===== src/rtl/parking_pkg.sv =====
// Shared parking definitions: park-number width, spot count and the exit-side
// token FSM state encoding.
package parking_pkg;

  localparam int PARK_W = 3;
  localparam int SPOTS  = 8;
  localparam int FAIL_W = 4;

  typedef enum logic [2:0] {
    IDLE  = 3'd0,
    CHECK = 3'd1,
    GRANT = 3'd2,
    DENY  = 3'd3,
    LOCK  = 3'd4
  } token_state_e;

  // Consecutive-denial counter: holds at all-ones instead of wrapping.
  function automatic logic [FAIL_W-1:0] sat_inc(input logic [FAIL_W-1:0] v);
    return (v == {FAIL_W{1'b1}}) ? v : v + 1'b1;
  endfunction

endpackage


===== src/rtl/exit_timer.sv =====
// Loadable down-counter shared by the gate-open and lockout intervals;
// done is high whenever the count sits at zero.
module exit_timer #(
  parameter int W = 4
) (
  input  logic         clk,
  input  logic         rst_n,
  input  logic         load,
  input  logic [W-1:0] load_value,
  input  logic         en,
  output logic         done
);

  logic [W-1:0] count;

  always_ff @(posedge clk or negedge rst_n) begin
    if (!rst_n) begin
      count <= '0;
    end else if (load) begin
      count <= load_value;
    end else if (en && (count != '0)) begin
      count <= count - 1'b1;
    end
  end

  assign done = (count == '0);

endmodule


===== src/rtl/token_verification.sv =====
// Exit-side token check: decodes token ^ pattern into a park number, grants or
// denies the exit. Lockout after repeated denials is built when TOKEN_LOCKOUT_EN is defined.
module token_verification
  import parking_pkg::*;
#(
  parameter int GATE_CYCLES = 4,
  parameter int MAX_FAILS   = 3,
  parameter int LOCK_CYCLES = 16
) (
  input  logic              clk,
  input  logic              rst_n,
  input  logic              token_valid,
  output logic              token_ready,
  input  logic [PARK_W-1:0] token,
  input  logic [PARK_W-1:0] pattern,
  input  logic [SPOTS-1:0]  occupied,
  output logic              gate_open,
  output logic              exit_deny,
  output logic              release_valid,
  output logic [PARK_W-1:0] release_spot,
  output logic [FAIL_W-1:0] fail_count,
  output logic              locked
);

`ifdef TOKEN_LOCKOUT_EN
  localparam bit LOCK_EN = 1'b1;
`else
  localparam bit LOCK_EN = 1'b0;
`endif

  localparam int MAX_CYC = (GATE_CYCLES > LOCK_CYCLES) ? GATE_CYCLES : LOCK_CYCLES;
  localparam int TIMER_W = (MAX_CYC > 1) ? $clog2(MAX_CYC) : 1;

  token_state_e        state, state_n;
  logic [PARK_W-1:0]   park_q;
  logic                timer_load;
  logic [TIMER_W-1:0]  timer_load_value;
  logic                timer_en;
  logic                timer_done;
  logic                accept;
  logic                grant_entry;
  logic                deny_entry;
  logic                lock_exit;

  // Valid/ready: a token transfers on a rising edge where token_valid and
  // token_ready are both high; ready depends on state only, never on valid.
  assign token_ready = (state == IDLE);
  assign accept      = token_valid && token_ready;

  exit_timer #(.W(TIMER_W)) u_timer (
    .clk        (clk),
    .rst_n      (rst_n),
    .load       (timer_load),
    .load_value (timer_load_value),
    .en         (timer_en),
    .done       (timer_done)
  );

  always_ff @(posedge clk or negedge rst_n) begin
    if (!rst_n) begin
      state <= IDLE;
    end else begin
      state <= state_n;
    end
  end

  always_comb begin
    state_n          = state;
    timer_load       = 1'b0;
    timer_load_value = '0;
    timer_en         = 1'b0;
    case (state)
      IDLE: begin
        if (accept) state_n = CHECK;
      end
      CHECK: begin
        if (occupied[park_q]) begin
          state_n          = GRANT;
          timer_load       = 1'b1;
          timer_load_value = TIMER_W'(GATE_CYCLES - 1);
        end else begin
          state_n = DENY;
        end
      end
      GRANT: begin
        if (timer_done) state_n = IDLE;
        else            timer_en = 1'b1;
      end
      DENY: begin
        // fail_count already holds the incremented value while in DENY.
        if (LOCK_EN && (fail_count == FAIL_W'(MAX_FAILS))) begin
          state_n          = LOCK;
          timer_load       = 1'b1;
          timer_load_value = TIMER_W'(LOCK_CYCLES - 1);
        end else begin
          state_n = IDLE;
        end
      end
      LOCK: begin
        if (timer_done) state_n = IDLE;
        else            timer_en = 1'b1;
      end
      default: state_n = IDLE;
    endcase
  end

  assign grant_entry = (state == CHECK) && (state_n == GRANT);
  assign deny_entry  = (state == CHECK) && (state_n == DENY);
  assign lock_exit   = (state == LOCK)  && (state_n == IDLE);

  // Outputs are flops loaded from the next state so they line up with it.
  always_ff @(posedge clk or negedge rst_n) begin
    if (!rst_n) begin
      park_q        <= '0;
      gate_open     <= 1'b0;
      exit_deny     <= 1'b0;
      release_valid <= 1'b0;
      release_spot  <= '0;
      fail_count    <= '0;
    end else begin
      if (accept) park_q <= token ^ pattern;
      gate_open     <= (state_n == GRANT);
      exit_deny     <= (state_n == DENY);
      release_valid <= grant_entry;
      if (grant_entry) release_spot <= park_q;
      if (grant_entry || lock_exit) begin
        fail_count <= '0;
      end else if (deny_entry) begin
        fail_count <= sat_inc(fail_count);
      end
    end
  end

`ifdef TOKEN_LOCKOUT_EN
  always_ff @(posedge clk or negedge rst_n) begin
    if (!rst_n) begin
      locked <= 1'b0;
    end else begin
      locked <= (state_n == LOCK);
    end
  end
`else
  assign locked = 1'b0;
`endif

endmodule


===== config.mk =====
export PLATFORM = sky130hd
export DESIGN_NAME = token_verification
export DESIGN_NICKNAME = d
export VERILOG_FILES = /design/src/rtl/parking_pkg.sv /design/src/rtl/exit_timer.sv /design/src/rtl/token_verification.sv
export SDC_FILE = /design/constraint.sdc
export NUM_CORES = 1
export LEC_CHECK = 0
export CAP_MARGIN = 40
export CELL_PAD_IN_SITES_DETAIL_PLACEMENT = 0
export CELL_PAD_IN_SITES_GLOBAL_PLACEMENT = 1
export CORE_MARGIN = 2
export CORE_UTILIZATION = 34
export DETAILED_ROUTE_END_ITERATION = 7
export MAX_ROUTING_LAYER = met4
export PLACE_DENSITY_LB_ADDON = 0.1
export SLEW_MARGIN = 20
export SYNTH_ARGS = -nofsm -noshare
export SYNTH_HDL_FRONTEND = slang
export SYNTH_SLANG_ARGS = --single-unit

===== constraint.sdc =====
create_clock -name clk -period 1.51 [get_ports clk]
set_input_delay 0.453 -clock clk [delete_from_list [all_inputs] [get_ports clk]]
set_output_delay 0.453 -clock clk [all_outputs]
set_load 0.03 [all_outputs]

== Yosys cells after proc, flatten, opt, wreduce, memory -nomap -nowiden ==
Cells that the tools add are included.
Cells by class
  shift operators: 0
  mux-type cells: 17
  $lt $le $gt $ge: 1
  bitwise operators: 1
  $mul: 0
  reduce and logical (&&, ||, !) cells: 14
  equality and inequality tests: 7
  add/sub/neg operators: 2
  divide/modulo/power cells: 0
Operator list (number)
  4-bit two-way mux: 5
  3-bit by 2-bit == test with 1-bit output, second input constant: 3
  3-bit one-hot mux with 3 select lines: 1
  3-bit logical NOT: 2
  1-bit two-way mux: 6
  3-bit two-way mux: 2
  1-bit logical AND: 5
  4-bit by 1-bit adder with 4-bit output, second input constant: 1
  4-bit == test, second input constant: 1
  4-bit logical NOT: 1
  3-bit by 4-bit < comparator with 1-bit output, second input constant: 1
  2-bit two-way mux: 2
  2-bit nonzero test: 2
  4-bit nonzero test: 1
  4-bit by 1-bit subtractor with 4-bit output, second input constant: 1
  1-bit binary-select mux with 3-bit select: 1
  3-bit by 1-bit == test with 1-bit output, second input constant: 1
  3-bit == test, second input constant: 1
  3-bit XOR: 1
  2-bit inequality test, second input constant: 1
  2-bit AND reduction: 1
  2-bit OR reduction: 1
  1-bit logical OR: 1
Storage, ports and cells
  input port bits: 17
  RAM bits: 0
  memories kept: 0
  logic and storage cells: 50
  output and inout port bits: 12
  memory bits (read-only): 0
  latch bits: 0
  register bits after elaboration: 20

== Logic depth before layout (Yosys ltp) ==
  word-level depth: 9
  gate-level depth with buffers: 6
  gate-level depth less buffers: 6

== Hierarchy ==
Synthesis repeated with hierarchy kept, for this count alone.
Second synthesis, totals
  cells, all modules: 105
  area total of the unflattened synthesis: 1132.3 um^2
Modules (own cells, without submodules)
  token_verification: instances 1, sequential area each 400.4 um^2, area each 862.1 um^2, cells an instance 78
  exit_timer: instances 1, sequential area each 100.1 um^2, area each 270.3 um^2, cells an instance 27

== Worst setup path before layout ==
No wires, ideal clock.
  path kind: register to register
  start: register state[2]
  end: register park_q[1]
  data arrival time: 1.744 ns
  stages on the path, launching flop included: 7
  setup time: 0.077 ns
  setup slack: -0.311 ns
  buffers on the path: 2
  required time: 1.433 ns
  period minus slack after synthesis: 1.821 ns
  cells stage by stage: dfrtp_1 buf_6 nor3_1 and2_1 buf_2 nor2_1 a21oi_1
Between the ends
  longest elaborated chain between the ends: 2
RTL lines
  from (decl): line token_verification.sv:34  | token_state_e state, state_n;
  from (signal assigned): line token_verification.sv:63  | state <= state_n;
  3-bit logical NOT: line token_verification.sv:47  | assign token_ready = (state == IDLE);
  named net token_ready: line token_verification.sv:13  | output logic token_ready,
  1-bit logical AND: line token_verification.sv:48  | assign accept = token_valid && token_ready;
  to (signal assigned): line token_verification.sv:121  | if (accept) park_q <= token ^ pattern;
  to (decl): line token_verification.sv:35  | logic [PARK_W-1:0] park_q;
The timed path passes the listed nets, and every way through them passes these cells.
A chain may end at the register's enable or synchronous reset.

== Worst setup path after layout ==
  start: register state[0]
  end: output token_ready
Between the ends
  longest elaborated chain between the ends: 1
RTL lines (line)
  3-bit logical NOT: token_verification.sv:47
  to (decl): token_verification.sv:13
Every way passes these cells.

==> impl_metrics.yaml <==
run_status:
  status: "complete, but fails checks"
  violations: "negative setup slack"
cells_and_area:
  drive_gt1_frac: 0.419
  layout.nets: 175
  register_area_um2: 503
  area_growth_pct: 50.0
  num_antenna_cells: 0
  multi_input_area_um2: 676
  fin_util: 0.528
  nFillCells: 313
  layout_common_cells: "dfrtp_1, buf_4, clkdlybuf4s50_1"
die:
  dieArea_um2: 3910
  io_pins: 29
  rows: 21
  core_um2: 3310
  die_y_um: 62.6
  initial_utilization: 0.352
  die_w_um: 62.6
worst_setup_path:
  timing.rr.start: "park_q[0]"
  critPathRequiredTime_ns: 1.06
  worstRegToRegCells: 4
  rr_endpoint: "release_spot[1]"
  critPathCaptureType: "output port"
  arrival_ns: 1.19
  cp-start-kind: "register"
  r2r_setup_slack_ns: -0.08
  crit_path_max_fanout: 2
  critical_path_class: "register to output port"
sta:
  final_max_slew_viol_count: 0
  finalWorstSetupSlack_ns: -0.129
  setup-violations-final: 11
  rsz0062_at_grt: "true"
  fmax_mhz: 610
  min_period_ns: 1.64
  finalHoldViolations: 0
  worst_clock_skew_ns: 0.0139
  holdWs_ns: 0.466
  fin_crit_sh: 1.09
synthesis:
  ys_seq_area_frac: 0.429
  synth-edff-count: 0
  syn_inst: 105
  ys_types: 39
  syn_nets: 124
  netlist_area_um2: 1170
  syn_avg_cell_area_um2: 11.1
  synth-seq-cells: 20
  yosysWarnings: 0
  yosys_most_used_dff: "dfrtp_1"
  async_flop_share: 1.00
place:
  dp_hpwl_um: 1960
  port-buffer-count: 27
  gp_congestion: 0.810
drt:
  drc: 0
  wire_per_inst_um: 13.5
  via_per_inst: 4.75
  first_pass_iters: 4
  postRouteAntennaNets: 0
  drt_first_iter_violations: 39
  wl_um: 2710
  routed-via-count: 954
grt:
  antenna_found_initial: 0
  grt_max_degree: 21
  grt_usage: 0.159
  grt_pass1_wl_um: 4820
  grt_pass1_vias: 968
  grt_overflow: 0
clocking:
  clkSinkCount: 20
  htreeDepth: 1
  clock_latency_ns: 0.31
  hold_buffers: 0
  clockBufferDepth: 2
  cts-buffers-inserted: 3
  cts_tree: "yes"
  cts_root_buf: "clkbuf_4"
  clkTransAtPathRegs_ns: 0.13
power_and_ir_drop:
  combPwrFrac: 0.636
  p_int_mw: 2.13
  p_leak_nw: 0.803
  seqPwrFrac: 0.275
  netSwitchingFraction: 0.414
  powerDensity_nw_per_um2: 2080
  clockPowerShare: 0.089
  ir_worst_vdd_v: 0.000736
  p_sw_mw: 1.50
job:
  cap_violations: 0
worst_hold_path:
  hp-class: "input port to asynchronous set/reset pin"
-- registers in the layout, indices dropped and copies added, names as in the netlist --
name and cells:
park_q 3, gate_open 1, release_valid 1, release_spot 3
fail_count 4, exit_deny 1, state 3, u_timer.count 4
-- metrics by stage --
stage	power (mW)	area (um^2)	TNS, ns	std cells	worst slack, ns
2_1_floorplan	2.29	1180	-0.0388	105	-0.0129
3_3_place_gp	2.91	1560	-4.79	188	-0.421
3_5_place_dp	2.96	1560	-5.20	188	-0.438
4_1_cts	3.50	1700	-0.704	197	-0.126
5_1_grt	3.92	1750	-1.56	201	-0.207
6_report	3.63	1750	-0.595	201	-0.129
-- cell usage after synthesis (2+ instances only) --
master	number	area [um^2]
nor2_1	8	30.0
a21oi_1	10	50.1
and3_1	2	12.5
and2_1	3	18.8
inv_1	4	15.0
ha_1	2	25.0
mux2i_1	3	30.0
nand2_1	6	22.5
nand3_1	3	15.0
buf_6	3	33.8
dfrtp_1	20	500
xnor2_1	8	70.1
a21o_1	2	15.0
nor3_1	3	15.0
mux2_4	4	60.1
-- layer usage --
layer  global-route usage  vias up  wire [um]
li1                     -      473          -
met1                0.203      463       1240
met2                0.259       16       1380
met3               0.0270        2         72
met4               0.0500        0         21
met5                    -        -          0
-- power by group through the flow --
stage / registers, mW / clock network, mW / logic, mW
detailed placement: 0.997 / 0 / 1.96
finish: 0.998 / 0.323 / 2.31
CTS: 0.999 / 0.332 / 2.17
global placement: 0.983 / 0 / 1.93
floorplan: 1.16 / 0 / 1.14
global route: 1.04 / 0.373 / 2.51
-- kinds of logic (layout without fill, tap and decap cells) --
family                   count (synthesis)  in the layout  share of synthesized area
other                                    1              1                    0.00322
XOR/XNOR                                 8              8                     0.0601
AND/OR/NAND/NOR                         39             39                      0.216
multiplexers                             7              7                     0.0773
adder cells (fa/ha/maj)                  2              2                     0.0215
flip-flops                              20             20                      0.429
buffers and inverters                    9             59                     0.0526
AO/OA/AOI/OAI                           19             19                      0.141
-- what timing repair did --
item                                    CTS  global route
cloned                                    0             0
resized for setup                        31            15
setup buffers                             5             4
pin swaps                                12             7
endpoints found under the setup margin   20            20
-- area by class of cell --
cell class,instances,share of cell area
Tap cell,46,0.0329
Inverter,4,0.00858
Sequential cell,20,0.288
Clock buffer,4,0.0207
Multi-Input combinational cell,76,0.386
Timing Repair Buffer,51,0.264
-- critical path, cell delays in order (launching register included) --
cell     delay (ns)
dfrtp_1        0.41
buf_6          0.13
nor3_4         0.20
buf_6          0.15
-- worst max path at each step --
stage	startpoint	end	slack (ns)	cells after the start
after floorplan	park_q[0]	release_spot[0]	-0.01	5
after global placement	occupied[5]	release_spot[0]	-0.42	5
after detailed placement	occupied[5]	release_spot[0]	-0.44	5
after CTS	state[2]	token_ready	-0.13	3
after global routing	state[0]	token_ready	-0.21	3
final	state[0]	token_ready	-0.13	3
No activity file was read; power rests on OpenSTA's default activity.
